[src/rtl/polymult_host.sv]
// polymult_host: loads operands A/B into the coefficient RAM, kicks the
// multiplier, then streams the product C back out as valid/ready beats.
// Ports: cmd_* request, in_* operand stream, mem_* RAM port,
// start/write_enable/mult_done multiplier handshake, out_* product stream.
module polymult_host #(
  parameter int COEF_W  = 13,
  parameter int ADDR_W  = 11,
  parameter int BASE_A  = 0,
  parameter int BASE_B  = 768,
  parameter int BASE_C  = 0,
  parameter int TIMEOUT = 2000000
) (
  input  logic              clk,
  input  logic              rst,
  input  logic              cmd_valid,
  output logic              cmd_ready,
  input  logic [10:0]       cmd_dega,
  input  logic [10:0]       cmd_degb,
  input  logic              in_valid,
  output logic              in_ready,
  input  logic [COEF_W-1:0] in_data,
  output logic              mem_we,
  output logic [ADDR_W-1:0] mem_addr,
  output logic [COEF_W-1:0] mem_wdata,
  input  logic [COEF_W-1:0] mem_rdata,
  output logic              start,
  output logic              write_enable,
  input  logic              mult_done,
  output logic              out_valid,
  input  logic              out_ready,
  output logic [COEF_W-1:0] out_data,
  output logic              out_last,
  output logic              busy,
  output logic              err_timeout
);

  localparam int WD_W = $clog2(TIMEOUT + 1);

  localparam logic [ADDR_W-1:0] A0 = ADDR_W'(BASE_A);
  localparam logic [ADDR_W-1:0] B0 = ADDR_W'(BASE_B);
  localparam logic [ADDR_W-1:0] C0 = ADDR_W'(BASE_C);
  localparam logic [WD_W-1:0]   WD_LAST = WD_W'(TIMEOUT - 1);

  typedef enum logic [3:0] {
    S_IDLE,
    S_LOAD_A,
    S_LOAD_B,
    S_START,
    S_ARM,
    S_WAIT,
    S_RD_ISSUE,
    S_RD_WAIT,
    S_OUT
  } state_t;

  state_t            state_q, state_d;
  logic [10:0]       k_q, k_d;
  logic [10:0]       dega_q, dega_d;
  logic [10:0]       degb_q, degb_d;
  logic [WD_W-1:0]   wd_q, wd_d;
  logic              err_q, err_d;
  logic [COEF_W-1:0] odata_q, odata_d;
  logic              olast_q, olast_d;

  logic        xfer;
  logic [11:0] deg_sum;

  // product has dega+degb+1 terms; sum kept in 12 bits
  assign deg_sum = {1'b0, dega_q} + {1'b0, degb_q};

  assign cmd_ready    = (state_q == S_IDLE);
  assign in_ready     = (state_q == S_LOAD_A) || (state_q == S_LOAD_B);
  assign xfer         = in_valid && in_ready;
  assign mem_we       = xfer;
  assign mem_wdata    = xfer ? in_data : '0;
  assign start        = (state_q == S_START);
  assign write_enable = (state_q == S_ARM) || (state_q == S_WAIT);
  assign out_valid    = (state_q == S_OUT);
  assign out_data     = odata_q;
  assign out_last     = out_valid && olast_q;
  assign busy         = (state_q != S_IDLE);
  assign err_timeout  = err_q;

  always_comb begin
    mem_addr = '0;
    unique case (1'b1)
      state_q == S_LOAD_A:   mem_addr = A0 + ADDR_W'(k_q);
      state_q == S_LOAD_B:   mem_addr = B0 + ADDR_W'(k_q);
      state_q == S_RD_ISSUE: mem_addr = C0 + ADDR_W'(k_q);
      default:               mem_addr = '0;
    endcase
  end

  always_comb begin
    state_d = state_q;
    k_d     = k_q;
    dega_d  = dega_q;
    degb_d  = degb_q;
    wd_d    = wd_q;
    err_d   = err_q;
    odata_d = odata_q;
    olast_d = olast_q;
    unique case (state_q)
      S_IDLE: begin
        if (cmd_valid) begin
          dega_d  = cmd_dega;
          degb_d  = cmd_degb;
          err_d   = 1'b0;
          k_d     = '0;
          state_d = S_LOAD_A;
        end
      end
      S_LOAD_A: begin
        if (xfer) begin
          if (k_q == dega_q) begin
            k_d     = '0;
            state_d = S_LOAD_B;
          end else begin
            k_d = k_q + 11'd1;
          end
        end
      end
      S_LOAD_B: begin
        if (xfer) begin
          if (k_q == degb_q) begin
            k_d     = '0;
            state_d = S_START;
          end else begin
            k_d = k_q + 11'd1;
          end
        end
      end
      S_START: state_d = S_ARM;
      S_ARM: begin
        wd_d    = '0;
        state_d = S_WAIT;
      end
      S_WAIT: begin
        // completion beats the watchdog on the same cycle
        if (mult_done) begin
          k_d     = '0;
          state_d = S_RD_ISSUE;
        end else if (wd_q == WD_LAST) begin
          err_d   = 1'b1;
          state_d = S_IDLE;
        end else begin
          wd_d = wd_q + WD_W'(1);
        end
      end
      S_RD_ISSUE: state_d = S_RD_WAIT;
      S_RD_WAIT: begin
        odata_d = mem_rdata;
        olast_d = ({1'b0, k_q} == deg_sum);
        state_d = S_OUT;
      end
      S_OUT: begin
        if (out_ready) begin
          if (olast_q) begin
            state_d = S_IDLE;
          end else begin
            k_d     = k_q + 11'd1;
            state_d = S_RD_ISSUE;
          end
        end
      end
      default: state_d = S_IDLE;
    endcase
  end

  always_ff @(posedge clk) begin
    if (rst) begin
      state_q <= S_IDLE;
      k_q     <= '0;
      dega_q  <= '0;
      degb_q  <= '0;
      wd_q    <= '0;
      err_q   <= 1'b0;
      odata_q <= '0;
      olast_q <= 1'b0;
    end else begin
      state_q <= state_d;
      k_q     <= k_d;
      dega_q  <= dega_d;
      degb_q  <= degb_d;
      wd_q    <= wd_d;
      err_q   <= err_d;
      odata_q <= odata_d;
      olast_q <= olast_d;
    end
  end

endmodule
[config.mk]
export PLATFORM = sky130hd
export DESIGN_NAME = polymult_host
export DESIGN_NICKNAME = d
export VERILOG_FILES = /design/src/rtl/polymult_host.sv
export SDC_FILE = /design/constraint.sdc
export NUM_CORES = 1
export LEC_CHECK = 0
export ABC_AREA = 0
export BUFFER_PORTS_ARGS = -buffer_cell sky130_fd_sc_hd__buf_2
export CORE_ASPECT_RATIO = 0.9
export CORE_UTILIZATION = 40
export CTS_CLUSTER_DIAMETER = 50
export DETAILED_ROUTE_END_ITERATION = 8
export PLACE_DENSITY_LB_ADDON = 0.2
export SETUP_SLACK_MARGIN = 0.5
export SLEW_MARGIN = 15
export SYNTH_ARGS = -nofsm -noshare
export SYNTH_HDL_FRONTEND = slang
export SYNTH_SLANG_ARGS = --single-unit
[constraint.sdc]
create_clock -name clk -period 3.6 [get_ports clk]
set_input_delay 0.72 -clock clk [delete_from_list [all_inputs] [get_ports clk]]
set_output_delay 0.72 -clock clk [all_outputs]
set_load 0.01 [all_outputs]
==> results.toml, run 1 <==
[min_path]
hold-path-endpoint = "out_data[4]"
hold_class = "flip-flop to flip-flop"
hp-start = "out_data[4]"
whs_path_depth = 2

[route]
first_pass_iters = 5
antenna_left = 0
viasPerCell = 5.48
vias = 4347
routed_wl_um = 11800
drt-initial-drc-count = 210
drc = 0
wl_per_cell_um = 14.9

[global_routing]
grt_max_degree = 46
grt_pass1_wl_um = 19500
overflow = 0
grt_pass1_vias = 3928
antenna_found_initial = 0
grt_usage = 0.213

[floorplanning]
num_io_pins = 100
rows = 36
coreArea_um2 = 10800
start_util = 0.411
fp.dieH_um = 102
die_area_um2 = 11500
dieWidth_um = 113

[synthesis]
synth_most_common_cell = "nand2_1"
synth.yosys.warnings = 0
synth_ff_type = "dfxtp_1"
synth_area_leaders = "dfxtp_1, xor2_1, nand2_1, a21oi_1, ha_1"
syn_nets = 649
yosysUniqueCellTypes = 52
ys_top_cells_by_count = "nand2_1, dfxtp_1, a21oi_1, xor2_1, nor2_1"
yosys.area.top_type = "dfxtp_1"
synth.avg_cell_area_um2 = 7.67
async_flop_share = 0
synth_edf_count = 0
synth_seq_cells = 73
synth_top_area_frac = 0.329
synth_cells = 579
seq_area_frac_synth = 0.329
syn_area_um2 = 4440

[critical_path]
critical_path_class = "flip-flop to output port"
required_ps = 2880
cpPeakStageDelay_ps = 650
cp_common_cell = "nor2_1"
end_kind = "output port"
slowest_stage = "dfxtp_1"
critPathLaunchType = "flip-flop"
r2r_slack_ps = 810
cp_max_fo = 16
crit_chain = "nand2b_1 > nor2_1 > nor2_1 > nor2_1 > and2_1 > buf_2"
reg2reg_from = "state_q[2]"
r2r-end = "olast_q"
rr_worst_depth = 7
worst_ep_arrival_time_ps = 2140

[sta]
hold_viol_final = 0
skew_ps = 6.05
timing.fmax_mhz = 349
rsz0062_at_grt = "false"
relSlewSlack = 0.321
period_minus_slack_ps = 2860
tightest_slew_ps = 1010
finalCritPeriodShare = 0.795
setup_tns_ps = 0
setup_viol = 0
finalMaxSlewViolations = 0

[run]
drv_cap = 0

[power_and_ir_drop]
pwr-share-seq = 0.336
p_per_area_nw_per_um2 = 558
power_frac_clock = 0.303
peakVddDrop_v = 0.000369
total_leakage_power_nw = 2.41
finalPower_w = 0.00295
swShare = 0.379
p_sw_w = 0.00112
p_int_w = 0.00183
power_frac_comb = 0.361

[placement]
place.gp.congestion = 0.906
portBuffers = 99
dp_hpwl_um = 8680

[clock_tree]
clkSinkCount = 73
clkLatencyLatePin_ps = 340
hold_buffers = 0
cts_tree = "done"
htreeDepth = 3
numCtsBuffers = 9
clk_pin_slew_worst_paths_ps = 60
clockBufferDepth = 2
cts_setup_buffers = 0
cts_root_buf = "clkbuf_16"
cts_resized = 0

[cells_and_area]
antenna_cells = 0
drive_above_1_share = 0.191
final_nets = 725
syn_to_final_growth_pct = 19.3

[run_status]
outcome = "complete, no violations"
stage by stage:
step | worst slack [ps] | util | cells | hold WS, ps | cell area, um^2
6_report | 736 | 0.490 | 793 | 450 | 5300
5_1_grt | 592 | 0.490 | 793 | 480 | 5300
4_1_cts | 746 | 0.490 | 793 | 452 | 5300
3_5_place_dp | 903 | 0.462 | 777 | 444 | 5000
3_3_place_gp | 896 | 0.462 | 777 | 440 | 5000
2_1_floorplan | 1290 | - | 579 | 454 | 4440
area by class of cell:
class                      instances  area (um^2)
timing repair buffer             106          548
multi-input combinational        454         2780
clock inverter                     6         57.6
tap                              133          166
sequential                        73         1460
inverter                          11         41.3
fill                            1079         5520
clock buffer                      10          239
power by group through the flow:
stage	logic, W	clock network [W]	registers, W
after detailed placement	0.00105	0	0.00101
after global routing	0.00118	0.000950	0.00100
after floorplan	0.000786	0	0.000939
after CTS	0.00106	0.000913	0.000990
after global placement	0.00103	0	0.00100
final	0.00106	0.000896	0.000993
state kept, by name, indices dropped and copies added (netlist names):
register / cells
wd_q: 21
out_data: 13
dega_q: 11
degb_q: 11
k_q: 11
state_q: 4
err_timeout: 1
olast_q: 1
cell families (layout without fill, tap and decap cells):
group / Yosys count / count (layout) / synth area share
flops: 73 / 73 / 0.329
simple gates: 246 / 246 / 0.273
compound gates: 131 / 131 / 0.186
mux: 1 / 1 / 0.00254
buf+inv: 52 / 133 / 0.0443
fa+ha+maj: 16 / 16 / 0.0468
xor+xnor: 60 / 60 / 0.118
critical path, delay by kind of cell, from the launching register on:
kind	cells	cell delay [ps]
flip-flops	1	650
AND/OR/NAND/NOR	5	1030
buffers and inverters	1	130
placed cells by master (no fill, tap or decap), types with 2 or more instances in the layout:
cell | Yosys | final
or4_1 | 5 | 5
a22oi_1 | 2 | 2
o21ai_0 | 10 | 10
nor2_1 | 45 | 45
a21boi_0 | 4 | 4
a21o_1 | 6 | 6
xnor2_1 | 13 | 13
nand2_1 | 92 | 92
xor2_1 | 47 | 47
nor4_1 | 6 | 6
and3_1 | 26 | 26
a21oi_1 | 64 | 64
nor2b_1 | 3 | 3
and2_1 | 16 | 16
buf_4 | 0 | 7
inv_1 | 11 | 11
or3_1 | 4 | 4
o22ai_1 | 2 | 2
o31ai_1 | 5 | 5
clkinv_2 | 0 | 4
a31oi_1 | 3 | 3
dfxtp_1 | 73 | 73
o211ai_1 | 12 | 12
o2111ai_1 | 8 | 8
a2111oi_0 | 2 | 2
buf_2 | 1 | 99
ha_1 | 15 | 15
nand4_1 | 9 | 9
nand3b_1 | 2 | 2
nand3_1 | 13 | 13
nand2b_1 | 4 | 4
nor3_1 | 11 | 11
and4_1 | 3 | 3
o21a_1 | 4 | 4
clkbuf_16 | 0 | 9
layer usage:
metal | up-vias | GRT usage | part of all wire
li1 | 2184 | - | -
met2 | 147 | 0.338 | 0.44
met5 | - | 0 | 0
met4 | 0 | 0.0658 | 0.013
met1 | 2002 | 0.289 | 0.49
met3 | 14 | 0.0492 | 0.062
worst max path at each step:
stage | startpoint | endpoint | slack [ps] | depth (start not counted)
final | state_q[0] | mem_addr[1] | 740 | 6
after global routing | state_q[0] | mem_addr[1] | 590 | 6
after CTS | state_q[0] | mem_addr[3] | 750 | 6
after detailed placement | state_q[2] | olast_q | 900 | 7
after global placement | state_q[2] | olast_q | 900 | 7
after floorplan | state_q[3] | mem_wdata[10] | 1290 | 5
Note: power is estimated with default switching activity, not from simulation.
==> inputs of run 2 (changes only) <==
==> constraint.sdc (replaced) <==
create_clock -name clk -period 2.6 [get_ports clk]
set_input_delay 0.52 -clock clk [delete_from_list [all_inputs] [get_ports clk]]
set_output_delay 0.52 -clock clk [all_outputs]
set_load 0.01 [all_outputs]
==> results.toml, run 2 (synthesis results as in run 1) <==
[route]
drc = 0
routed_wl_um = 13300
viasPerCell = 5.40
vias = 4547
first_pass_iters = 5
antenna_left = 0
wl_per_cell_um = 15.8
drt-initial-drc-count = 253

[critical_path]
worst_ep_arrival_time_ps = 2420
cp_top_family = "simple AND/OR/NAND/NOR gates"
crit_chain = "buf_4 > xor2_1 > nor4_2 > a31oi_1 > o21a_1 > or4_1 > a21oi_1"
cpPeakStageDelay_ps = 480
path_buf_inv = 1
required_ps = 2860
slowest_stage = "or4_1"
cp_max_fo = 3
critical_path_class = "flip-flop to flip-flop"
end_kind = "flip-flop"
critPathLaunchType = "flip-flop"

[min_path]
hold_class = "primary input to flip-flop"

[global_routing]
grt_max_degree = 46
overflow = 0
grt_usage = 0.223
grt_pass1_wl_um = 20300
grt_pass1_vias = 4028
antenna_found_initial = 0

[clock_tree]
cts_root_buf = "clkbuf_16"
clockBufferDepth = 2
clkSinkCount = 73
numCtsBuffers = 9
clk_pin_slew_worst_paths_ps = 60
clkLatencyLatePin_ps = 340
hold_buffers = 0
htreeDepth = 3
cts_tree = "done"

[floorplanning]
rows = 36
num_io_pins = 100
coreArea_um2 = 10800
die_area_um2 = 11500
dieWidth_um = 113
start_util = 0.411
fp.dieH_um = 102

[sta]
timing.fmax_mhz = 463
hold_viol_final = 0
relSlewSlack = 0.582
finalMaxSlewViolations = 0
tightest_slew_ps = 627
skew_ps = 8.82
finalCritPeriodShare = 0.830
rsz0062_at_grt = "true"
setup_viol = 0
setup_tns_ps = 0
period_minus_slack_ps = 2160

[power_and_ir_drop]
p_per_area_nw_per_um2 = 803
peakVddDrop_v = 0.000527
total_leakage_power_nw = 2.73

[cells_and_area]
largest_register_ffs = 21
antenna_cells = 0
final_nets = 774
utilization = 0.569
mostFrequentLayoutCells = "nand2_1, buf_2, a21oi_1, dfxtp_1, xor2_1"
syn_to_final_growth_pct = 38.5
finalInstanceArea_um2 = 6150
largest-register = "wd_q"
fillers = 985
drive_above_1_share = 0.337

[run_status]
outcome = "complete, no violations"

[placement]
portBuffers = 99
place.gp.congestion = 0.913
dpl_cell_area_um2 = 5150
dp_hpwl_um = 8890

[run]
drv_cap = 0
## run 2: changes by cell type in the layout (fill, tap and decap cells not counted), moves of 7 or more
cell     change
nor2_1       -8
dfxtp_2      +7
buf_6       +19
buf_4       +37
and3_4      +11
dfxtp_1     -11
and3_1      -11
buf_2        -9
## run 2: cell type report
cell class | count | area (um^2) | area share
clock buffer | 9 | 225 | 0.0366
tap | 133 | 166 | 0.0271
inverter | 11 | 46.3 | 0.00753
sequential | 73 | 1490 | 0.242
timing repair buffer | 154 | 1010 | 0.164
multi-input combinational | 455 | 3100 | 0.504
clock inverter | 7 | 119 | 0.0193
## run 2: worst register-to-register path, cell delays in order (launching register included)
cell     delay [ps]
dfxtp_2         330
buf_4           140
xor2_1          160
nor4_2          390
a31oi_1         200
o21a_1          260
or4_1           480
a21oi_1         130
## run 2: worst paths after layout
check                    from     endpoint  slack, ps  depth (start not counted)
setup reg to reg    degb_q[0]   state_q[0]        440                          7
hold / removal    cmd_degb[5]    degb_q[5]        410                          3
hold reg to reg   out_data[2]  out_data[2]        450                          2
setup / recovery    degb_q[0]   state_q[0]        440                          7
## run 2: power by group
part,internal [W],switching (W),total [W]
clock network,0.000937,0.000498,0.00143
registers,0.00122,0.000126,0.00135
logic,0.000960,0.00119,0.00215
## run 2: routing by layer
metal | up-vias | part of all wire | wire [um] | global-route usage
li1 | 2284 | - | - | -
met1 | 2133 | 0.45 | 5960 | 0.300
met2 | 116 | 0.48 | 6360 | 0.363
met3 | 14 | 0.064 | 845 | 0.0486
met4 | 0 | 0.010 | 139 | 0.0577
met5 | - | 0 | 0 | 0
## run 2: per-stage QoR
| stage | cells | power, W | hold WS (ps) | setup slack (ps) |
|---|---|---|---|---|
| 2_1_floorplan | 579 | 0.00240 | 454 | 498 |
| 3_3_place_gp | 795 | 0.00292 | 438 | 312 |
| 3_5_place_dp | 795 | 0.00295 | 445 | 168 |
| 4_1_cts | 830 | 0.00463 | 405 | 433 |
| 5_1_grt | 842 | 0.00517 | 414 | 320 |
| 6_report | 842 | 0.00493 | 411 | 441 |
## run 2: repair_timing
item / in CTS / in global routing
setup buffers: 18 / 10
cloned: 1 / 2
pin swaps: 17 / 35
endpoints found under the setup margin: 59 / 63
resized for setup: 59 / 53
